### config.mk
export PLATFORM = sky130hd
export DESIGN_NAME = usbh_tx_crc_append
export DESIGN_NICKNAME = d
export VERILOG_FILES = /design/src/rtl/usbh_tx_crc_append.sv
export SDC_FILE = /design/constraint.sdc
export NUM_CORES = 1
export LEC_CHECK = 0
export CORE_ASPECT_RATIO = 1.75
export CORE_UTILIZATION = 56
export CTS_CLUSTER_DIAMETER = 120
export DETAILED_ROUTE_END_ITERATION = 7
export HOLD_SLACK_MARGIN = 0.05
export PLACE_DENSITY = 0.84
export SYNTH_ARGS = -nofsm -noshare
export SYNTH_HDL_FRONTEND = slang
export SYNTH_SLANG_ARGS = --single-unit
export TNS_END_PERCENT = 1
### constraint.sdc
create_clock -name clk_i -period 6.4 [get_ports clk_i]
set_input_delay 1.28 -clock clk_i [delete_from_list [all_inputs] [get_ports clk_i]]
set_output_delay 1.28 -clock clk_i [all_outputs]
set_load 0.05 [all_outputs]
### src/rtl/usbh_tx_crc_append.sv
// usbh_tx_crc_append: registered payload pass-through that appends the
// inverted USB CRC16 (low byte first) to every data packet.
module usbh_tx_crc_append (
  input  logic       clk_i,
  input  logic       rst_i,
  input  logic       abort_i,
  input  logic       in_valid_i,
  input  logic [7:0] in_data_i,
  input  logic       in_last_i,
  input  logic       in_zlp_i,
  output logic       in_accept_o,
  output logic       out_valid_o,
  output logic [7:0] out_data_o,
  output logic       out_last_o,
  input  logic       out_accept_i,
  output logic       busy_o
);

  typedef enum logic [1:0] {
    DATA   = 2'd0,
    CRC_LO = 2'd1,
    CRC_HI = 2'd2
  } state_t;

  localparam logic [15:0] CRC_SEED = 16'hFFFF;

  state_t      state_q, state_d;
  logic [15:0] crc_q, crc_d;
  logic        ov_q, ov_d;
  logic        ol_q, ol_d;
  logic [7:0]  od_q, od_d;
  logic        slot;

  // Reflected x^16+x^15+x^2+1, one byte, LSB first.
  function automatic logic [15:0] crc16_upd(
    input logic [15:0] c,
    input logic [7:0]  b
  );
    logic [15:0] r;
    r = c ^ {8'h00, b};
    for (int i = 0; i < 8; i++) begin
      r = r[0] ? ((r >> 1) ^ 16'hA001) : (r >> 1);
    end
    return r;
  endfunction

  assign slot        = !ov_q || out_accept_i;
  assign in_accept_o = slot && (state_q == DATA) && !abort_i;
  assign out_valid_o = ov_q;
  assign out_data_o  = od_q;
  assign out_last_o  = ol_q;
  assign busy_o      = (state_q != DATA) || ov_q;

  always_comb begin
    state_d = state_q;
    crc_d   = crc_q;
    ov_d    = ov_q;
    ol_d    = ol_q;
    od_d    = od_q;
    if (ov_q && out_accept_i) begin
      ov_d = 1'b0;
      ol_d = 1'b0;
    end
    if (abort_i) begin
      state_d = DATA;
      crc_d   = CRC_SEED;
      ov_d    = 1'b0;
      ol_d    = 1'b0;
    end else begin
      unique case (state_q)
        DATA: begin
          if (in_valid_i && slot) begin
            if (in_last_i && in_zlp_i) begin
              state_d = CRC_LO;
            end else begin
              od_d  = in_data_i;
              ov_d  = 1'b1;
              ol_d  = 1'b0;
              crc_d = crc16_upd(crc_q, in_data_i);
              if (in_last_i) state_d = CRC_LO;
            end
          end
        end
        CRC_LO: begin
          if (slot) begin
            od_d    = ~crc_q[7:0];
            ov_d    = 1'b1;
            ol_d    = 1'b0;
            state_d = CRC_HI;
          end
        end
        CRC_HI: begin
          if (slot) begin
            od_d    = ~crc_q[15:8];
            ov_d    = 1'b1;
            ol_d    = 1'b1;
            crc_d   = CRC_SEED;
            state_d = DATA;
          end
        end
        default: state_d = DATA;
      endcase
    end
  end

  always_ff @(posedge clk_i or negedge rst_i) begin
    if (!rst_i) begin
      state_q <= DATA;
      crc_q   <= CRC_SEED;
      ov_q    <= 1'b0;
      ol_q    <= 1'b0;
      od_q    <= 8'h00;
    end else begin
      state_q <= state_d;
      crc_q   <= crc_d;
      ov_q    <= ov_d;
      ol_q    <= ol_d;
      od_q    <= od_d;
    end
  end

endmodule

# Yosys cells after proc, flatten, opt, wreduce, memory -nomap -nowiden
# Index checks and enable logic that the tools add are counted.
# totals
ramBits	0
output_inout_bits	12
latchBits	0
memories	0
word_cells	83
regBits	28
rom_bits	0
in_bits	15
# op_classes
bitwise	12
n_reduce_logical	17
n_lt_le_gt_ge	0
mul	0
n_addsub	0
shift	0
eq_ne	11
mux	38
div	0
# ops
cell	n
$mux 16	12
$mux 8	4
$pmux 16 s2	1
$not 2->3	8
$pmux 8 s3	1
$not 8->8	2
$xor 16x8->16	1
$mux 2	6
$mux 1	11
$ne 3x3->1 const B	3
$reduce_and 4->1	2
$ne 2x2->1 const B	3
$pmux 2 s3	1
$reduce_and 6->1	1
$reduce_bool 3->1	2
$logic_and 1x1->1	5
$ne 4x3->1 const B	1
$ne 3x2->1 const B	1
$pmux 1 s3	1
$eq 2x1->1 const B	1
$eq 2x2->1 const B	1
$logic_not 1->1	2
$logic_not 2->1	1
$logic_or 1x1->1	2
other kinds (5)	5

# Longest topological paths before layout
# Gate-level depths: netlist of the first run.
# depth
depth_word	21
depth_mapped	9
mapped_depth_nobuf	7

# Worst setup path before layout of the first run
# OpenSTA, ideal clock, no wires.
# synth_path
kind	input to output
startpoint	input port abort_i
endpoint	output port in_accept_o
required_time_ps	5120
cell_stages	2
n_path_buf	1
path_slack_ps	2469
arrival_ps	2651
path_cell_list	clkbuf_1 -> nor3b_1
# synth_between
elab_chain_len	2
# synth_lines
item	line	rtl
start: declaration	6	input logic abort_i,
$logic_not 1->1	48	assign in_accept_o = slot && (state_q == DATA) && !abort_i;
$logic_and 1x1->1	48	
end: declaration	11	output logic in_accept_o,
# No other way between the ends.

# Worst setup path in the final report of the first run
# layout_path
startpoint	input port out_accept_i
endpoint	output port in_accept_o
# layout_between
elab_chain_len	3
# layout_lines
item	line	rtl
start: declaration	15	input logic out_accept_i,
$logic_or 1x1->1	47	assign slot = !ov_q || out_accept_i;
$logic_and 1x1->1 (2 in a row)	48	
# No other way between the ends.

==> impl_metrics.json, run 1 <==
{
  "status": "completed",
  "crit_slowest_cell": "clkdlybuf4s50_1",
  "multiInputGateArea_um2": 797.0,
  "cts_sinks": 28,
  "mappedNetlistArea_mm2": 0.001604,
  "drt_iter0_markers": 30,
  "setup.worst_path.end_class": "output pin",
  "ios": 27,
  "worstMarginPinSlew_ns": 1.014,
  "dp_hpwl_um": 2674,
  "gr-total-overflow": 0,
  "critPathRequiredTime_ns": 5.12,
  "gp_congestion": 0.8626,
  "worstSkewPairLatency_ns": 0.27,
  "dp.cells": 194,
  "synth_top_area_cell": "dfstp_2",
  "start_kind": "primary input",
  "ir_drop_mv": 0.4197,
  "fin_crit_sh_pct": 66.12,
  "synth_simple_gate_area_share_pct": 6.084,
  "tritoncts": "done",
  "clockBufferDepth": 2,
  "fp.coreArea_mm2": 0.002721,
  "skew_ns": 0.002338,
  "finalMaxSlewViolations": 0,
  "dpl_cell_area_mm2": 0.001879,
  "comb_power_share_pct": 61.9,
  "p_leak_nw": 0.7361,
  "crit_fanout": 5,
  "drc": 0,
  "yosys_warnings": 0,
  "seq_area_um2": 720.7,
  "ys_types": 38,
  "synth_top_flop_cell": "dfstp_2",
  "rsz0062_at_grt": "false",
  "netSwitchingFraction_pct": 45.97,
  "path_cells": "clkdlybuf4s50_1, nor2b_1, nor3b_1, clkdlybuf4s50_1",
  "clk_pin_slew_ns": 0.09,
  "viasPerCell": 6.429,
  "synth_top_area_share_pct": 26.21,
  "synth_area_leaders": "dfstp_2, dfrtp_1, xnor2_1",
  "slew_headroom_pct": 31.84,
  "nFillCells": 204,
  "drt_wl_total_um": 3661,
  "pwr_density_cell_mw_per_mm2": 605.2,
  "setup_viol": 0,
  "grt_usage_pct": 25.27,
  "fin_nets": 192,
  "die_w_um": 42.46,
  "maxCapViolCount": 0,
  "synth_commonest_cells": "dfstp_2, xnor2_1, dfrtp_1, inv_1, a2bb2oi_1",
  "cts_buffers": 3,
  "p_sw_mw": 0.5381,
  "clock-root-buffer": "clkbuf_8",
  "dr.pass1.iters": 4,
  "seqPwrFrac_pct": 28.7,
  "drive_gt1_share_pct": 15.79,
  "syn2layout_area_growth_pct": 20.59,
  "diodes": 0,
  "fp.dieArea_mm2": 0.003091,
  "fin_tns_setup_ns": 0,
  "synth-edff-count": 0,
  "worstPathArrival_ns": 2.95,
  "muxShareOfSynthArea_pct": 0.6240,
  "synth_compound_area_share_pct": 25.27,
  "yosys_register_bits": 28,
  "hold_class": "register to register",
  "start_util_pct": 58.94,
  "max_freq_mhz": 236.3,
  "antenna_found_initial": 0,
  "vias": 1273,
  "die_h_um": 72.80,
  "avgSynthCellArea_um2": 10.91,
  "power.total_mw": 1.171,
  "finalCriticalPeriod_ns": 4.232,
  "cts_resized": 0,
  "crit_family": "buffers and inverters",
  "htree_levels": 1,
  "cpMostUsedCell": "clkdlybuf4s50_1",
  "fin_area_mm2": 0.001934,
  "grt_first_pass_wirelength_um": 5892,
  "antenna_left": 0,
  "clkPwrFrac_pct": 9.4,
  "grt_max_degree": 29,
  "crit_buf_inv": 2,
  "synth_top_family_by_area": "compound AO/OA/AOI/OAI gates",
  "synth_fa_ha_area_share_pct": 3.900,
  "max_stage_delay_ns": 0.83,
  "path_class": "primary input to output pin",
  "ctsHoldBuffers": 0,
  "port_buffers": 26,
  "intPower_mw": 0.6324,
  "synth_xor_area_share_pct": 13.81,
  "synth_nets": 167,
  "grt_pass1_vias": 1278,
  "final-hold-violation-count": 0,
  "ys_seq_area_share_pct": 44.93,
  "cts_setup_buffers": 0,
  "wl_per_cell_um": 18.49,
  "synthArstFlopShare_pct": 100.0,
  "fin_cells": 198,
  "final_util_pct": 71.08,
  "synth_cells": 147,
  "rows": 25
}
==> cell families (layout without fill, tap and decap cells) <==
| logic type | Yosys count | count (layout) |
|---|---|---|
| buffers and inverters | 22 | 46 |
| xor gates and xnor gates | 21 | 21 |
| adders and majority gates | 5 | 5 |
| DFF | 28 | 28 |
| and+or+nand+nor | 16 | 16 |
| muxes | 1 | 1 |
| AOI/OAI and AO/OA | 54 | 54 |
==> routing by layer <==
layer	vias to the layer above	global-route usage, %	routed length (um)
li1	583	-	-
met1	621	28.94	1352
met2	57	44.62	1991
met3	12	3.218	184
met4	0	13.89	133
met5	-	0	0
==> power by group through the flow <==
stage	combinational [mW]	clock, mW	sequential [mW]
after CTS	0.722	0.110	0.336
after floorplan	0.445	0	0.422
final	0.724	0.110	0.336
after global placement	0.703	0	0.331
after detailed placement	0.720	0	0.338
after global routing	0.773	0.117	0.346
==> final cells by class <==
cell class	count	area share, %
multi-input combinational	97	41.20
inverter	14	2.717
timing repair buffer	28	14.23
tap	27	1.746
sequential	28	37.26
clock buffer	4	2.846
==> state kept, by name, indices dropped and copies added, names as in the netlist <==
signal / cells
state_q: 2
out_data_o: 8
out_last_o: 1
out_valid_o: 1
crc_q: 16
==> final timing paths <==
kind                                   start            end  slack (ns)  cells after the start
max in group asynchronous              rst_i       crc_q[0]        4.72                      2
worst min-delay path               crc_q[12]      crc_q[12]        0.52                      1
worst max register to register    state_q[0]  out_data_o[1]        4.16                      8
worst max-delay path            out_accept_i    in_accept_o        2.17                      4
min in group asynchronous              rst_i  out_data_o[6]        1.37                      2
worst min register to register     crc_q[12]      crc_q[12]        0.52                      1
==> through the flow <==
stage               worst slack (ns)  hold slack, ns
finish                         2.168          0.5217
global route                   2.112          0.5268
CTS                            2.173          0.5197
detailed placement             2.183          0.5050
global placement               2.205          0.5016
floorplan                      2.469          0.4921
==> cell usage in the layout (no fill, tap or decap) <==
| master | n |
|---|---|
| clkdlybuf4s50_1 | 26 |
| xnor2_1 | 16 |
| dfstp_2 | 16 |
| inv_1 | 12 |
| dfrtp_1 | 12 |
| a2bb2oi_1 | 10 |
| o221ai_1 | 9 |
| o21ai_0 | 9 |
| o211ai_1 | 8 |
| o22a_1 | 6 |
| ha_1 | 5 |
| a21oi_1 | 4 |
| clkbuf_8 | 4 |
| nand2_1 | 3 |
| nor2_1 | 3 |
| nand2b_1 | 2 |
| a211oi_1 | 2 |
| clkinv_1 | 2 |
| nor4_2 | 2 |
| xor2_1 | 2 |
| buf_4 | 2 |
| nor2b_1 | 1 |
| nor3b_1 | 1 |
| a21boi_0 | 1 |
| a21boi_1 | 1 |
| a32oi_1 | 1 |
| o22ai_1 | 1 |
| a221oi_1 | 1 |
| or2_2 | 1 |
| or4_1 | 1 |
| xnor2_2 | 1 |
| xnor3_2 | 1 |
| xor3_1 | 1 |
| nand3_1 | 1 |
| mux2i_1 | 1 |
| a21o_1 | 1 |
| nor3_1 | 1 |
Power figures use the tool's default switching activity.
==> run 2, diff against run 1 <==
CORE_UTILIZATION = 47   (was 56)
PLACE_DENSITY = 0.75   (was 0.84)
clock period = 3.57 ns   (was 6.4 ns; I/O delays follow)
==> impl_metrics.json, run 2 (synthesized netlist as in run 1, its figures left out) <==
{
  "wl_per_cell_um": 16.85,
  "top_register": "crc_q",
  "worstRegToRegCells": 8,
  "vias": 1268,
  "path_cells": "clkdlybuf4s50_1, nor2b_1, nor3b_1, clkdlybuf4s50_1",
  "final_util_pct": 61.87,
  "critPathRequiredTime_ns": 2.86,
  "finalMaxSlewViolations": 0,
  "drt_iter0_markers": 41,
  "most-common-layout-cells": "clkdlybuf4s50_1, xnor2_1, dfstp_2, inv_1, dfrtp_1",
  "use_met1_pct": 25.74,
  "die_h_um": 79.28,
  "seqPwrFrac_pct": 27.7,
  "comb_power_share_pct": 60.6,
  "p_leak_nw": 0.7531,
  "syn2layout_area_growth_pct": 23.79,
  "crit_family": "buffers and inverters",
  "fin_tns_setup_ns": 0,
  "port_buffers": 26,
  "ios": 27,
  "worstMarginPinSlew_ns": 0.5491,
  "clk_pin_slew_ns": 0.09,
  "r2r-start": "state_q[0]",
  "finalCriticalPeriod_ns": 3.123,
  "worstSkewPairLatency_ns": 0.28,
  "max_stage_delay_ns": 0.83,
  "setup.worst_path.end_class": "output pin",
  "status": "completed",
  "antenna_left": 0,
  "min_to": "crc_q[8]",
  "drc": 0,
  "grt_first_pass_wirelength_um": 5802,
  "r2r_end": "out_data_o[1]",
  "hold_class": "register to register",
  "maxCapViolCount": 0,
  "cts_buffers": 3,
  "rows": 27,
  "gr-total-overflow": 0,
  "crit_buf_inv": 2,
  "top_usage_layer": "met2",
  "fin_nets": 194,
  "viasPerCell": 5.870,
  "fp.dieArea_mm2": 0.003660,
  "clock-root-buffer": "clkbuf_8",
  "diodes": 0,
  "fin_crit_sh_pct": 87.47,
  "start_util_pct": 49.98,
  "worstHoldPathCells": 1,
  "antenna_found_initial": 0,
  "netSwitchingFraction_pct": 44.59,
  "grtUsageMet3_pct": 2.273,
  "p_sw_mw": 0.9581,
  "clockBufferDepth": 2,
  "crit_slowest_cell": "clkdlybuf4s50_1",
  "final-hold-violation-count": 0,
  "cpMostUsedCell": "clkdlybuf4s50_1",
  "ir_drop_mv": 0.6269,
  "die_w_um": 46.16,
  "dp_worst_setup_slack_ns": 0.4145,
  "grt_pass1_vias": 1286,
  "grt_usage_pct": 21.84,
  "htree_levels": 1,
  "cts_resized": 0,
  "crit_fanout": 5,
  "whs_ns": 0.5191,
  "drt_wl_total_um": 3640,
  "dp_hpwl_um": 2672,
  "cts_setup_buffers": 0,
  "clkPwrFrac_pct": 11.7,
  "setup_viol": 0,
  "fin_ws_ns": 0.4473,
  "pwr_density_cell_mw_per_mm2": 1082,
  "tritoncts": "done",
  "grtUsageMet2_pct": 37.46,
  "skew_ns": 0.007068,
  "grt_max_degree": 21,
  "rsz0062_at_grt": "false",
  "layout_commonest_cell": "clkdlybuf4s50_1",
  "slew_headroom_pct": 63.40,
  "path_class": "primary input to output pin",
  "ctsHoldBuffers": 0,
  "reg2reg_setup_slack_ns": 1.33,
  "drive_gt1_share_pct": 16.76,
  "hp-start": "crc_q[8]",
  "intPower_mw": 1.191,
  "max_freq_mhz": 320.2,
  "worstPathArrival_ns": 2.41,
  "cts_sinks": 28,
  "dr.pass1.iters": 4,
  "gp_congestion": 0.8527,
  "fp.coreArea_mm2": 0.003209,
  "largest_reg_flops": 16,
  "start_kind": "primary input"
}
## run 2: how the worst max path moves through the flow
stage | start | to | slack (ns) | depth (start not counted)
CTS | out_accept_i | in_accept_o | 0.43 | 4
floorplan | abort_i | in_accept_o | 0.77 | 2
global route | out_accept_i | in_accept_o | 0.38 | 4
detailed placement | out_accept_i | in_accept_o | 0.41 | 4
global placement | out_accept_i | in_accept_o | 0.48 | 4
finish | out_accept_i | in_accept_o | 0.45 | 4
## run 2: final cells by class
class / instances / area [um2]
Multi-Input combinational cell: 97 / 797.0
Sequential cell: 28 / 720.7
Tap cell: 43 / 53.80
Fill cell: 262 / 1224
Timing Repair Buffer: 30 / 290.3
Clock inverter: 1 / 30.03
Clock buffer: 3 / 41.29
Inverter: 14 / 52.55
## run 2: metrics by stage
| stage | power [mW] | std cells | area (um2) |
|---|---|---|---|
| 2_1_floorplan | 1.554 | 147 | 1604 |
| 3_3_place_gp | 1.860 | 212 | 1914 |
| 3_5_place_dp | 1.899 | 212 | 1914 |
| 4_1_cts | 2.157 | 216 | 1986 |
| 5_1_grt | 2.275 | 216 | 1986 |
| 6_report | 2.149 | 216 | 1986 |
## run 2: metal layers
layer	vias to the layer above	wire length, um
met2	37	1951
met5	-	0
met3	9	101
li1	592	-
met1	630	1474
met4	0	112
## run 2: power groups by stage
stage / Sequential, mW / Combinational [mW] / Clock [mW]
CTS: 0.594 / 1.31 / 0.257
global placement: 0.592 / 1.27 / 0
detailed placement: 0.600 / 1.30 / 0
finish: 0.594 / 1.30 / 0.252
floorplan: 0.756 / 0.798 / 0
global route: 0.612 / 1.39 / 0.270
==> run 3, diff against run 2 <==
CORE_ASPECT_RATIO = not set   (was 1.75)
GPL_ROUTABILITY_DRIVEN = 0   (was not set)
==> impl_metrics.json, run 3 (synthesized netlist as in run 1, its figures left out) <==
{
  "dr.pass1.iters": 4,
  "cts_resized": 0,
  "reg2reg_setup_slack_ns": 1.36,
  "grtUsageMet3_pct": 5.117,
  "die_w_um": 60.42,
  "status": "completed",
  "wl_per_cell_um": 15.36,
  "worstPathArrival_ns": 2.53,
  "maxCapViolCount": 0,
  "critPathRequiredTime_ns": 2.86,
  "drive_gt1_share_pct": 16.28,
  "clock-root-buffer": "clkbuf_4",
  "pwr_density_cell_mw_per_mm2": 1062,
  "top_register": "crc_q",
  "crit_fanout": 5,
  "worstHoldPathCells": 1,
  "worstMarginPinSlew_ns": 0.9080,
  "top_usage_layer": "met2",
  "grtUsageMet2_pct": 31.24,
  "seq_area_um2": 720.7,
  "crit_slowest_cell": "clkdlybuf4s50_1",
  "hold_class": "register to register",
  "comb_power_share_pct": 61.7,
  "skew_ns": 0.007434,
  "fin_nets": 193,
  "syn2layout_area_growth_pct": 22.23,
  "viasPerCell": 5.792,
  "r2r_end": "crc_q[1]",
  "clk_pin_slew_ns": 0.15,
  "final-hold-violation-count": 0,
  "fin_crit_sh_pct": 90.92,
  "diodes": 0,
  "path_class": "primary input to output pin",
  "drt_wl_total_um": 3318,
  "p_sw_mw": 0.9307,
  "largest_reg_flops": 16,
  "ctsHoldBuffers": 0,
  "htree_levels": 1,
  "dp_hpwl_um": 2354,
  "crit_family": "buffers and inverters",
  "grt_first_pass_wirelength_um": 5457,
  "drc": 0,
  "cts_buffers": 3,
  "drt_iter0_markers": 63,
  "antenna_left": 0,
  "worstSkewPairLatency_ns": 0.33,
  "netSwitchingFraction_pct": 44.69,
  "most-common-layout-cells": "clkdlybuf4s50_1, xnor2_1, dfstp_2, inv_1, dfrtp_1",
  "tritoncts": "done",
  "multiInputGateArea_um2": 797.0,
  "crit_buf_inv": 2,
  "cts_sinks": 28,
  "vias": 1251,
  "path_cells": "clkdlybuf4s50_1, nor2b_1, nor3b_1, clkdlybuf4s50_1",
  "setup.worst_path.end_class": "output pin",
  "layout_commonest_cell": "clkdlybuf4s50_1",
  "nFillCells": 286,
  "gr-total-overflow": 0,
  "die_h_um": 60.42,
  "antenna_found_initial": 0,
  "max_stage_delay_ns": 0.88,
  "finalCriticalPeriod_ns": 3.246,
  "grt_usage_pct": 20.29,
  "grt_pass1_vias": 1160,
  "slew_headroom_pct": 39.28,
  "clockBufferDepth": 2,
  "fin_tns_setup_ns": 0,
  "clkPwrFrac_pct": 10.0,
  "worstRegToRegCells": 6,
  "fp.coreArea_mm2": 0.003153,
  "start_kind": "primary input",
  "max_freq_mhz": 308.1,
  "p_leak_nw": 0.7405,
  "intPower_mw": 1.152,
  "ir_drop_mv": 0.5875,
  "cts_setup_buffers": 0,
  "rsz0062_at_grt": "false",
  "port_buffers": 26,
  "seqPwrFrac_pct": 28.3,
  "min_to": "crc_q[12]",
  "fp.dieArea_mm2": 0.003651,
  "ios": 27,
  "use_met1_pct": 29.09,
  "finalMaxSlewViolations": 0,
  "r2r-start": "state_q[0]",
  "start_util_pct": 50.87,
  "power.total_mw": 2.083,
  "setup_viol": 0,
  "rows": 20,
  "hp-start": "crc_q[12]",
  "grt_max_degree": 22,
  "cpMostUsedCell": "clkdlybuf4s50_1"
}
## run 3: changes by cell type in the layout (fill, tap and decap cells not counted)
cell / delta
clkbuf_4: +3
clkbuf_8: -3
buf_4: -1
## run 3: worst register-to-register path, cell delays in order (launching register included)
cell	delay [ns]
dfrtp_1	0.48
inv_1	0.14
ha_1	0.29
a21boi_1	0.45
a211oi_1	0.10
or2_2	0.43
o22a_1	0.25
## run 3: power groups by stage
stage	sequential, mW	clock [mW]	combinational, mW
3_3_place_gp	0.588	0	1.26
6_report	0.589	0.209	1.28
5_1_grt	0.607	0.225	1.39
3_5_place_dp	0.594	0	1.28
4_1_cts	0.589	0.214	1.29
2_1_floorplan	0.756	0	0.798
## run 3: how the worst max path moves through the flow
stage,start,endpoint,slack (ns),cells after the start
2_1_floorplan,abort_i,in_accept_o,0.77,2
3_3_place_gp,out_accept_i,in_accept_o,0.50,4
3_5_place_dp,out_accept_i,in_accept_o,0.38,4
4_1_cts,out_accept_i,in_accept_o,0.38,4
5_1_grt,out_accept_i,in_accept_o,0.28,4
6_report,out_accept_i,in_accept_o,0.32,4
## run 3: area by class of cell
class | count | area share (%)
tap | 44 | 2.808
timing repair buffer | 29 | 14.42
clock inverter | 1 | 1.532
multi-input combinational | 97 | 40.65
sequential | 28 | 36.76
inverter | 14 | 2.680
clock buffer | 3 | 1.149
## run 3: routing by layer
metal,share of wire (%),vias up
li1,-,590
met1,47,625
met2,47,32
met3,5.1,4
met4,1.1,0
met5,0,-
## run 3: metrics by stage
step	hold WS [ns]	instances	cell area (um2)	util [%]	setup slack, ns
final	0.5264	216	1961	62.18	0.3243
after global routing	0.5323	216	1961	62.18	0.2833
after CTS	0.5258	216	1961	62.18	0.3791
after detailed placement	0.5030	212	1908	60.52	0.3794
after global placement	0.4999	212	1908	60.52	0.4999
after floorplan	0.4184	147	1604	-	0.7710
